===== config.mk =====
export PLATFORM = sky130hd
export DESIGN_NAME = dmem_mmio_responder_flat
export DESIGN_NICKNAME = d
export VERILOG_FILES = /design/src/rtl/dmem_mmio_responder_if.sv /design/src/rtl/dmem_mmio_responder.sv /design/src/flat_wrapper.sv
export SDC_FILE = /design/constraint.sdc
export NUM_CORES = 2
export LEC_CHECK = 0
export CORE_UTILIZATION = 61
export DETAILED_ROUTE_END_ITERATION = 8
export DONT_BUFFER_PORTS = 1
export PLACE_DENSITY = 0.77
export SYNTH_ARGS = -nofsm -noshare
export SYNTH_HDL_FRONTEND = slang
export SYNTH_SLANG_ARGS = --single-unit

===== constraint.sdc =====
create_clock -name clk -period 3.89 [get_ports clk]
set_input_delay 0.778 -clock clk [delete_from_list [all_inputs] [get_ports clk]]
set_output_delay 0.778 -clock clk [all_outputs]
set_load 0.1 [all_outputs]

===== src/rtl/dmem_mmio_responder_if.sv =====
// -----------------------------------------------------------------------------
// dmem_mmio_responder_if
// Bundles the core data port and the TX byte stream of dmem_mmio_responder.
//   MemWrite    core -> responder   store strobe
//   Mem_WrAddr  core -> responder   byte address for loads and stores
//   Mem_WrData  core -> responder   store data
//   ReadData    responder -> core   combinational load data
//   led         responder -> pins   LED register
//   irq         responder -> core   timer flag
//   tx_data     responder -> sink   FIFO head byte (0 when empty)
//   tx_valid    responder -> sink   FIFO not empty
//   tx_ready    sink -> responder   byte accepted when tx_valid && tx_ready
// -----------------------------------------------------------------------------
interface dmem_mmio_responder_if;
   logic        MemWrite;
   logic [31:0] Mem_WrAddr;
   logic [31:0] Mem_WrData;
   logic [31:0] ReadData;
   logic [7:0]  led;
   logic        irq;
   logic [7:0]  tx_data;
   logic        tx_valid;
   logic        tx_ready;

   // Core / environment side
   modport master (
      output MemWrite, Mem_WrAddr, Mem_WrData, tx_ready,
      input  ReadData, led, irq, tx_data, tx_valid
   );

   // Responder side
   modport slave (
      input  MemWrite, Mem_WrAddr, Mem_WrData, tx_ready,
      output ReadData, led, irq, tx_data, tx_valid
   );
endinterface


===== src/rtl/dmem_mmio_responder.sv =====
// -----------------------------------------------------------------------------
// dmem_mmio_responder
// Data-side responder for a single-cycle RISC-V core. Address bit 31 selects
// a word RAM (0) or an MMIO block (1) holding an LED register, a free-running
// cycle counter with compare/flag, and a byte TX FIFO drained over valid/ready.
// Loads are combinational and side-effect free; all state changes on clk.
// Ports:
//   clk    sole clock, rising edge
//   reset  asynchronous, active-high reset (RAM contents are kept)
//   bus    dmem_mmio_responder_if.slave: core data port + TX stream
// Parameters:
//   RAM_WORDS   RAM depth in 32-bit words (power of 2)
//   FIFO_DEPTH  TX FIFO depth in bytes (power of 2, >= 2)
// -----------------------------------------------------------------------------
module dmem_mmio_responder #(
   parameter int RAM_WORDS  = 64,
   parameter int FIFO_DEPTH = 4
) (
   input  logic                   clk,
   input  logic                   reset,
   dmem_mmio_responder_if.slave   bus
);

   localparam int RAM_AW  = $clog2(RAM_WORDS);
   localparam int FIFO_AW = $clog2(FIFO_DEPTH);
   localparam int CW      = FIFO_AW + 1;

   // MMIO word offsets (address bits [4:2])
   localparam logic [2:0] OFF_LED    = 3'd0;
   localparam logic [2:0] OFF_CYCLE  = 3'd1;
   localparam logic [2:0] OFF_CMP    = 3'd2;
   localparam logic [2:0] OFF_STATUS = 3'd3;
   localparam logic [2:0] OFF_TXDATA = 3'd4;

   // ---------------------------------------------------------------- decode
   logic              w_is_mmio;
   logic [RAM_AW-1:0] w_ram_idx;
   logic [2:0]        w_off;
   logic              w_ram_we;
   logic              w_mmio_we;
   logic              w_unused;

   assign w_is_mmio = bus.Mem_WrAddr[31];
   assign w_ram_idx = bus.Mem_WrAddr[RAM_AW+1:2];
   assign w_off     = bus.Mem_WrAddr[4:2];
   assign w_ram_we  = bus.MemWrite & ~w_is_mmio;
   assign w_mmio_we = bus.MemWrite &  w_is_mmio;
   // Byte-lane bits and the aliased upper address bits are don't-care.
   assign w_unused  = ^bus.Mem_WrAddr[30:0];

   // ------------------------------------------------------------------- RAM
   // Not reset: contents survive a reset pulse.
   logic [31:0] r_ram [RAM_WORDS];

   always_ff @(posedge clk) begin
      if (w_ram_we)
         r_ram[w_ram_idx] <= bus.Mem_WrData;
   end

   // ------------------------------------------------------------ MMIO state
   logic [7:0]         r_led;
   logic [31:0]        r_cycle;
   logic [31:0]        r_cmp;
   logic               r_tflag;
   logic [7:0]         r_fifo [FIFO_DEPTH];
   logic [FIFO_AW-1:0] r_rptr;
   logic [FIFO_AW-1:0] r_wptr;
   logic [CW-1:0]      r_count;

   logic w_empty;
   logic w_full;
   logic w_pop;
   logic w_push_req;
   logic w_push;
   logic w_match;
   logic w_w1c;

   assign w_empty    = (r_count == '0);
   assign w_full     = (r_count == CW'(FIFO_DEPTH));
   assign w_pop      = ~w_empty & bus.tx_ready;
   assign w_push_req = w_mmio_we & (w_off == OFF_TXDATA);
   // A push into a full FIFO only lands if a pop frees a slot this cycle.
   assign w_push     = w_push_req & (~w_full | w_pop);
   // Compare uses the pre-increment counter and the pre-write CMP.
   assign w_match    = (r_cycle == r_cmp);
   assign w_w1c      = w_mmio_we & (w_off == OFF_STATUS) & bus.Mem_WrData[0];

   // FIFO storage is not reset; a write racing a reset is invisible because
   // the pointers and count return to empty.
   always_ff @(posedge clk) begin
      if (w_push)
         r_fifo[r_wptr] <= bus.Mem_WrData[7:0];
   end

   always_ff @(posedge clk or posedge reset) begin
      if (reset) begin
         r_led   <= '0;
         r_cycle <= '0;
         r_cmp   <= 32'hFFFF_FFFF;
         r_tflag <= 1'b0;
         r_rptr  <= '0;
         r_wptr  <= '0;
         r_count <= '0;
      end else begin
         r_cycle <= r_cycle + 32'd1;

         if (w_mmio_we && (w_off == OFF_LED))
            r_led <= bus.Mem_WrData[7:0];
         if (w_mmio_we && (w_off == OFF_CMP))
            r_cmp <= bus.Mem_WrData;

         // Set has priority over a same-cycle clear.
         if (w_match)
            r_tflag <= 1'b1;
         else if (w_w1c)
            r_tflag <= 1'b0;

         if (w_push)
            r_wptr <= r_wptr + 1'b1;
         if (w_pop)
            r_rptr <= r_rptr + 1'b1;

         case ({w_push, w_pop})
            2'b10:   r_count <= r_count + 1'b1;
            2'b01:   r_count <= r_count - 1'b1;
            default: r_count <= r_count;
         endcase
      end
   end

   // ------------------------------------------------------------ read mux
   logic [31:0] w_status;
   logic [31:0] w_mmio_rd;

   assign w_status = 32'({r_count, w_empty, w_full, r_tflag});

   always_comb begin
      w_mmio_rd = '0;
      case (w_off)
         OFF_LED:    w_mmio_rd = {24'd0, r_led};
         OFF_CYCLE:  w_mmio_rd = r_cycle;
         OFF_CMP:    w_mmio_rd = r_cmp;
         OFF_STATUS: w_mmio_rd = w_status;
         default:    w_mmio_rd = '0;
      endcase
   end

   assign bus.ReadData = w_is_mmio ? w_mmio_rd : r_ram[w_ram_idx];
   assign bus.led      = r_led;
   assign bus.irq      = r_tflag;
   assign bus.tx_valid = ~w_empty;
   assign bus.tx_data  = w_empty ? 8'd0 : r_fifo[r_rptr];

endmodule

===== src/flat_wrapper.sv =====
// flat-port wrapper written by rule: the top's interface ports become plain ports
module dmem_mmio_responder_flat 
#(
   parameter int RAM_WORDS  = 64,
   parameter int FIFO_DEPTH = 4
)
  (clk, reset, bus_MemWrite, bus_Mem_WrAddr, bus_Mem_WrData, bus_tx_ready, bus_ReadData, bus_led, bus_irq, bus_tx_data, bus_tx_valid);
  dmem_mmio_responder_if bus_i ();
  input  logic clk;
  input  logic reset;
  input wire logic [$bits(bus_i.MemWrite)-1:0] bus_MemWrite;
  input wire logic [$bits(bus_i.Mem_WrAddr)-1:0] bus_Mem_WrAddr;
  input wire logic [$bits(bus_i.Mem_WrData)-1:0] bus_Mem_WrData;
  input wire logic [$bits(bus_i.tx_ready)-1:0] bus_tx_ready;
  output wire logic [$bits(bus_i.ReadData)-1:0] bus_ReadData;
  output wire logic [$bits(bus_i.led)-1:0] bus_led;
  output wire logic [$bits(bus_i.irq)-1:0] bus_irq;
  output wire logic [$bits(bus_i.tx_data)-1:0] bus_tx_data;
  output wire logic [$bits(bus_i.tx_valid)-1:0] bus_tx_valid;
  assign bus_i.MemWrite = bus_MemWrite;
  assign bus_i.Mem_WrAddr = bus_Mem_WrAddr;
  assign bus_i.Mem_WrData = bus_Mem_WrData;
  assign bus_i.tx_ready = bus_tx_ready;
  assign bus_ReadData = bus_i.ReadData;
  assign bus_led = bus_i.led;
  assign bus_irq = bus_i.irq;
  assign bus_tx_data = bus_i.tx_data;
  assign bus_tx_valid = bus_i.tx_valid;
  dmem_mmio_responder #(.RAM_WORDS(RAM_WORDS), .FIFO_DEPTH(FIFO_DEPTH)) u_core (.clk(clk), .reset(reset), .bus(bus_i));
endmodule

==> results.md <==
* Root buf cell: clkbuf_16
* Detailed Route WL at 254 mm
* Fin Setup TNS at -7.18 ns
* Number of flops mapped to enable cells by yosys at 2,080
* Commonest non-fill, non-tap cell in the layout: edfxtp_1
* CP endpoint kind: output pin
* Row cnt at 136
* Unrepaired setup endpoints after global routing: true
* Max Cap Viol at 0
* # IOs at 118
* Outcome: finished with violations
* Syn Std Cell Area at 84,300 um^2
* Period minus WS final at 4.34 ns
* Top post-synthesis cells by area: edfxtp_1 74%, mux4_2 9.6%, mux2i_1 4.7%
* Max Root-Sink Buffers at 3
* Die Width at 374 um
* Commonest cells after routing, fill and taps aside: 2,080 x edfxtp_1, 389 x mux2i_1, 360 x mux4_2
* Routed length per placed instance at 39.6 um
* Largest net degree at the start of global routing at 718
* Fin worst setup slack at -0.450 ns
* WHS at 0.0432 ns
* Most frequent CP cell: buf_12
* Worst hold stages at 0
* WP data required at 3.11 ns
* Mapped Nets at 4,202
* Hold Startpoint: bus_Mem_WrData[9]
* Routability cong. at 0.916
* Syn avg cell area at 20.4 um^2
* Count of final max-slew check failures at 0
* P_leak at 31.8 nW
* CTS tree: done
* Setup WS pre-CTS at -0.114 ns
* Initial Util at 0.614
* Worst Path Arrival at 3.56 ns
* Vias per inst at 7.35
* R2R setup slack at 1.34 ns
* GRT Total Usage at 0.347
* VDD IR max at 0.000743 V
* Clock slew at reported path FFs at 0.08 ns
* Clk Latency, worst-skew pair at 0.83 ns
* Fraction of layout cells with a size suffix above 1 at 0.264
* Yosys warning count at 0
* GR Overflow Total at 0
* Launch point of the worst reg-to-reg path: u_core.r_count[2]$_DFFE_PP0P_
* Register area share after synthesis at 0.765
* Buf/Inv on CP at 4
* Hold Path Sink: u_core.r_ram[20][9]$_DFFE_PP_
* Slowest CP cell: a2111oi_4
* PD cells at 507 nW/um^2
* Hold WC Path Type: input port to register
* Routed Antenna Nets at 0
* Dpl hpwl at 134 mm
* Final period util at 1.12
* Vias after detailed routing at 47,100
* Fmax at 230 MHz
* Final Hold Fails at 0
* Synth Instances at 4,128
* Core area at 137,000 um^2
* Critical path type: input port to output pin
* Max incr delay on CP at 0.40 ns
* Worst slew margin at 0.0406
* FF+latch count, synth at 2,160
* Chip height at 374 um
* CP startpoint kind: input port
* Cell taking the most area after synthesis: edfxtp_1
* Initial antenna violation count at 15
* Number of buffers created by CTS at 201
* Total Die Area at 140,000 um^2
* Reg2reg path depth at 8
* RR Endpoint: u_core.r_count[2]$_DFFE_PP0P_
* First-pass GRT wire length at 335 mm
* Crit path max-delay family: simple AND/OR/NAND/NOR gates
* Post-synth ARST share at 0.0370
* Port bufs at 0
* Remaining DRCs at 0
* Drt initial violations at 9,124
* Nets at 4,507
* Netlist cell types at 65
* Fin Clk Skew at 0.0284 ns
* Area Overhead vs Synth at 15.2%
* Final setup fails at 32
* Worst-Margin Slew at 1.44 ns
* Yosys top cell area share at 0.741
* Main synth FF type: edfxtp_1
* Vias in the first global route at 44,900
* CP Cell Sequence: nor2_4 -> buf_12 -> buf_12 -> a22oi_1 -> nand3_1 -> nand4_1 -> a2111oi_4 -> buf_4 -> a21oi_2 -> buf_12
* Num Clock Sinks at 2,160
* H-tree depth at 4
* Crit-path max FO at 348
* Violated checks: negative setup slack
* DRT Pass-1 Iters at 5
state kept, by name (all words and copies together), names as in the netlist:
| signal | flops |
|---|---|
| u_core.r_cycle | 32 |
| u_core.bus.irq | 1 |
| u_core.r_rptr | 2 |
| u_core.r_fifo | 32 |
| u_core.r_count | 3 |
| u_core.r_cmp | 32 |
| u_core.r_wptr | 2 |
| u_core.r_ram | 2048 |
| u_core.bus.led | 8 |
per-stage QoR:
step                instances  area (um^2)  power [mW]   util
floorplan                4128        84700        29.0      -
detailed placement       5965        89400        29.8  0.651
global placement         5965        89400        29.7  0.651
global route             6397        97100        50.2  0.707
CTS                      6339        95900        48.8  0.698
finish                   6404        97200        49.3  0.707
repair_timing:
| item | in CTS | in global routing |
|---|---|---|
| gates resized for setup | 21 | 71 |
| setup endpoints to repair | 11 | 32 |
| hold buffers | 1 | 0 |
| setup buffers | 0 | 28 |
| pin swaps | 1 | 15 |
| gates cloned | 0 | 26 |
| endpoints found under the hold margin | 4 | 0 |
cell usage after synthesis, types with 27 or more instances:
cell / instances
edfxtp_1: 2080
mux2i_1: 400
mux4_2: 360
a22oi_1: 245
nor2_1: 116
nand3_1: 106
clkbuf_1: 103
a21oi_1: 57
buf_2: 48
dfrtp_1: 48
buf_4: 46
xor2_1: 42
nand2_1: 41
o22ai_1: 39
dfstp_2: 32
mux2_2: 32
buf_6: 27
nand4_1: 27
layer usage:
metal,wire [um],global-route usage,up-vias
met5,21,0,-
met1,85100,0.472,24100
met4,14200,0.172,4
met2,116000,0.521,4404
li1,-,-,17800
met3,38500,0.101,789
how the worst max path moves through the flow:
| stage | from | cells after the start | end |
|---|---|---|---|
| finish | bus_Mem_WrAddr[3] | 10 | bus_ReadData[17] |
| global route | bus_Mem_WrAddr[3] | 10 | bus_ReadData[17] |
| CTS | u_core.r_ram[38][21]$_DFFE_PP_ | 6 | bus_ReadData[21] |
| detailed placement | bus_Mem_WrAddr[3] | 9 | bus_ReadData[9] |
| global placement | bus_Mem_WrAddr[3] | 9 | bus_ReadData[9] |
| floorplan | bus_Mem_WrAddr[4] | 8 | bus_ReadData[20] |
report_power, final:
part / switching, mW / total (mW) / internal (mW)
combinational: 2.39 / 3.84 / 1.45
sequential: 0.224 / 26.0 / 25.8
clock: 8.58 / 19.5 / 10.9
layout make-up:
cell class / count / area (um^2)
inverter: 10 / 40.0
timing repair buffer: 345 / 4370
fill: 7737 / 40200
clock inverter: 111 / 1030
tap: 1794 / 2240
clock buffer: 262 / 5350
sequential: 2160 / 64500
antenna: 7 / 17.5
multi-input combinational: 1715 / 19600
logic make-up (layout without fill, tap and decap cells):
kind of cell | after synthesis | count (layout) | synth area share
xor+xnor | 67 | 67 | 0.00696
mux | 807 | 807 | 0.150
other cells | 0 | 7 | 0
simple gates | 406 | 406 | 0.0247
flops | 2160 | 2160 | 0.765
buf+inv | 253 | 728 | 0.0166
compound gates | 429 | 429 | 0.0358
fa+ha+maj | 6 | 6 | 0.000979
Note: power is estimated with default switching activity, not from simulation.
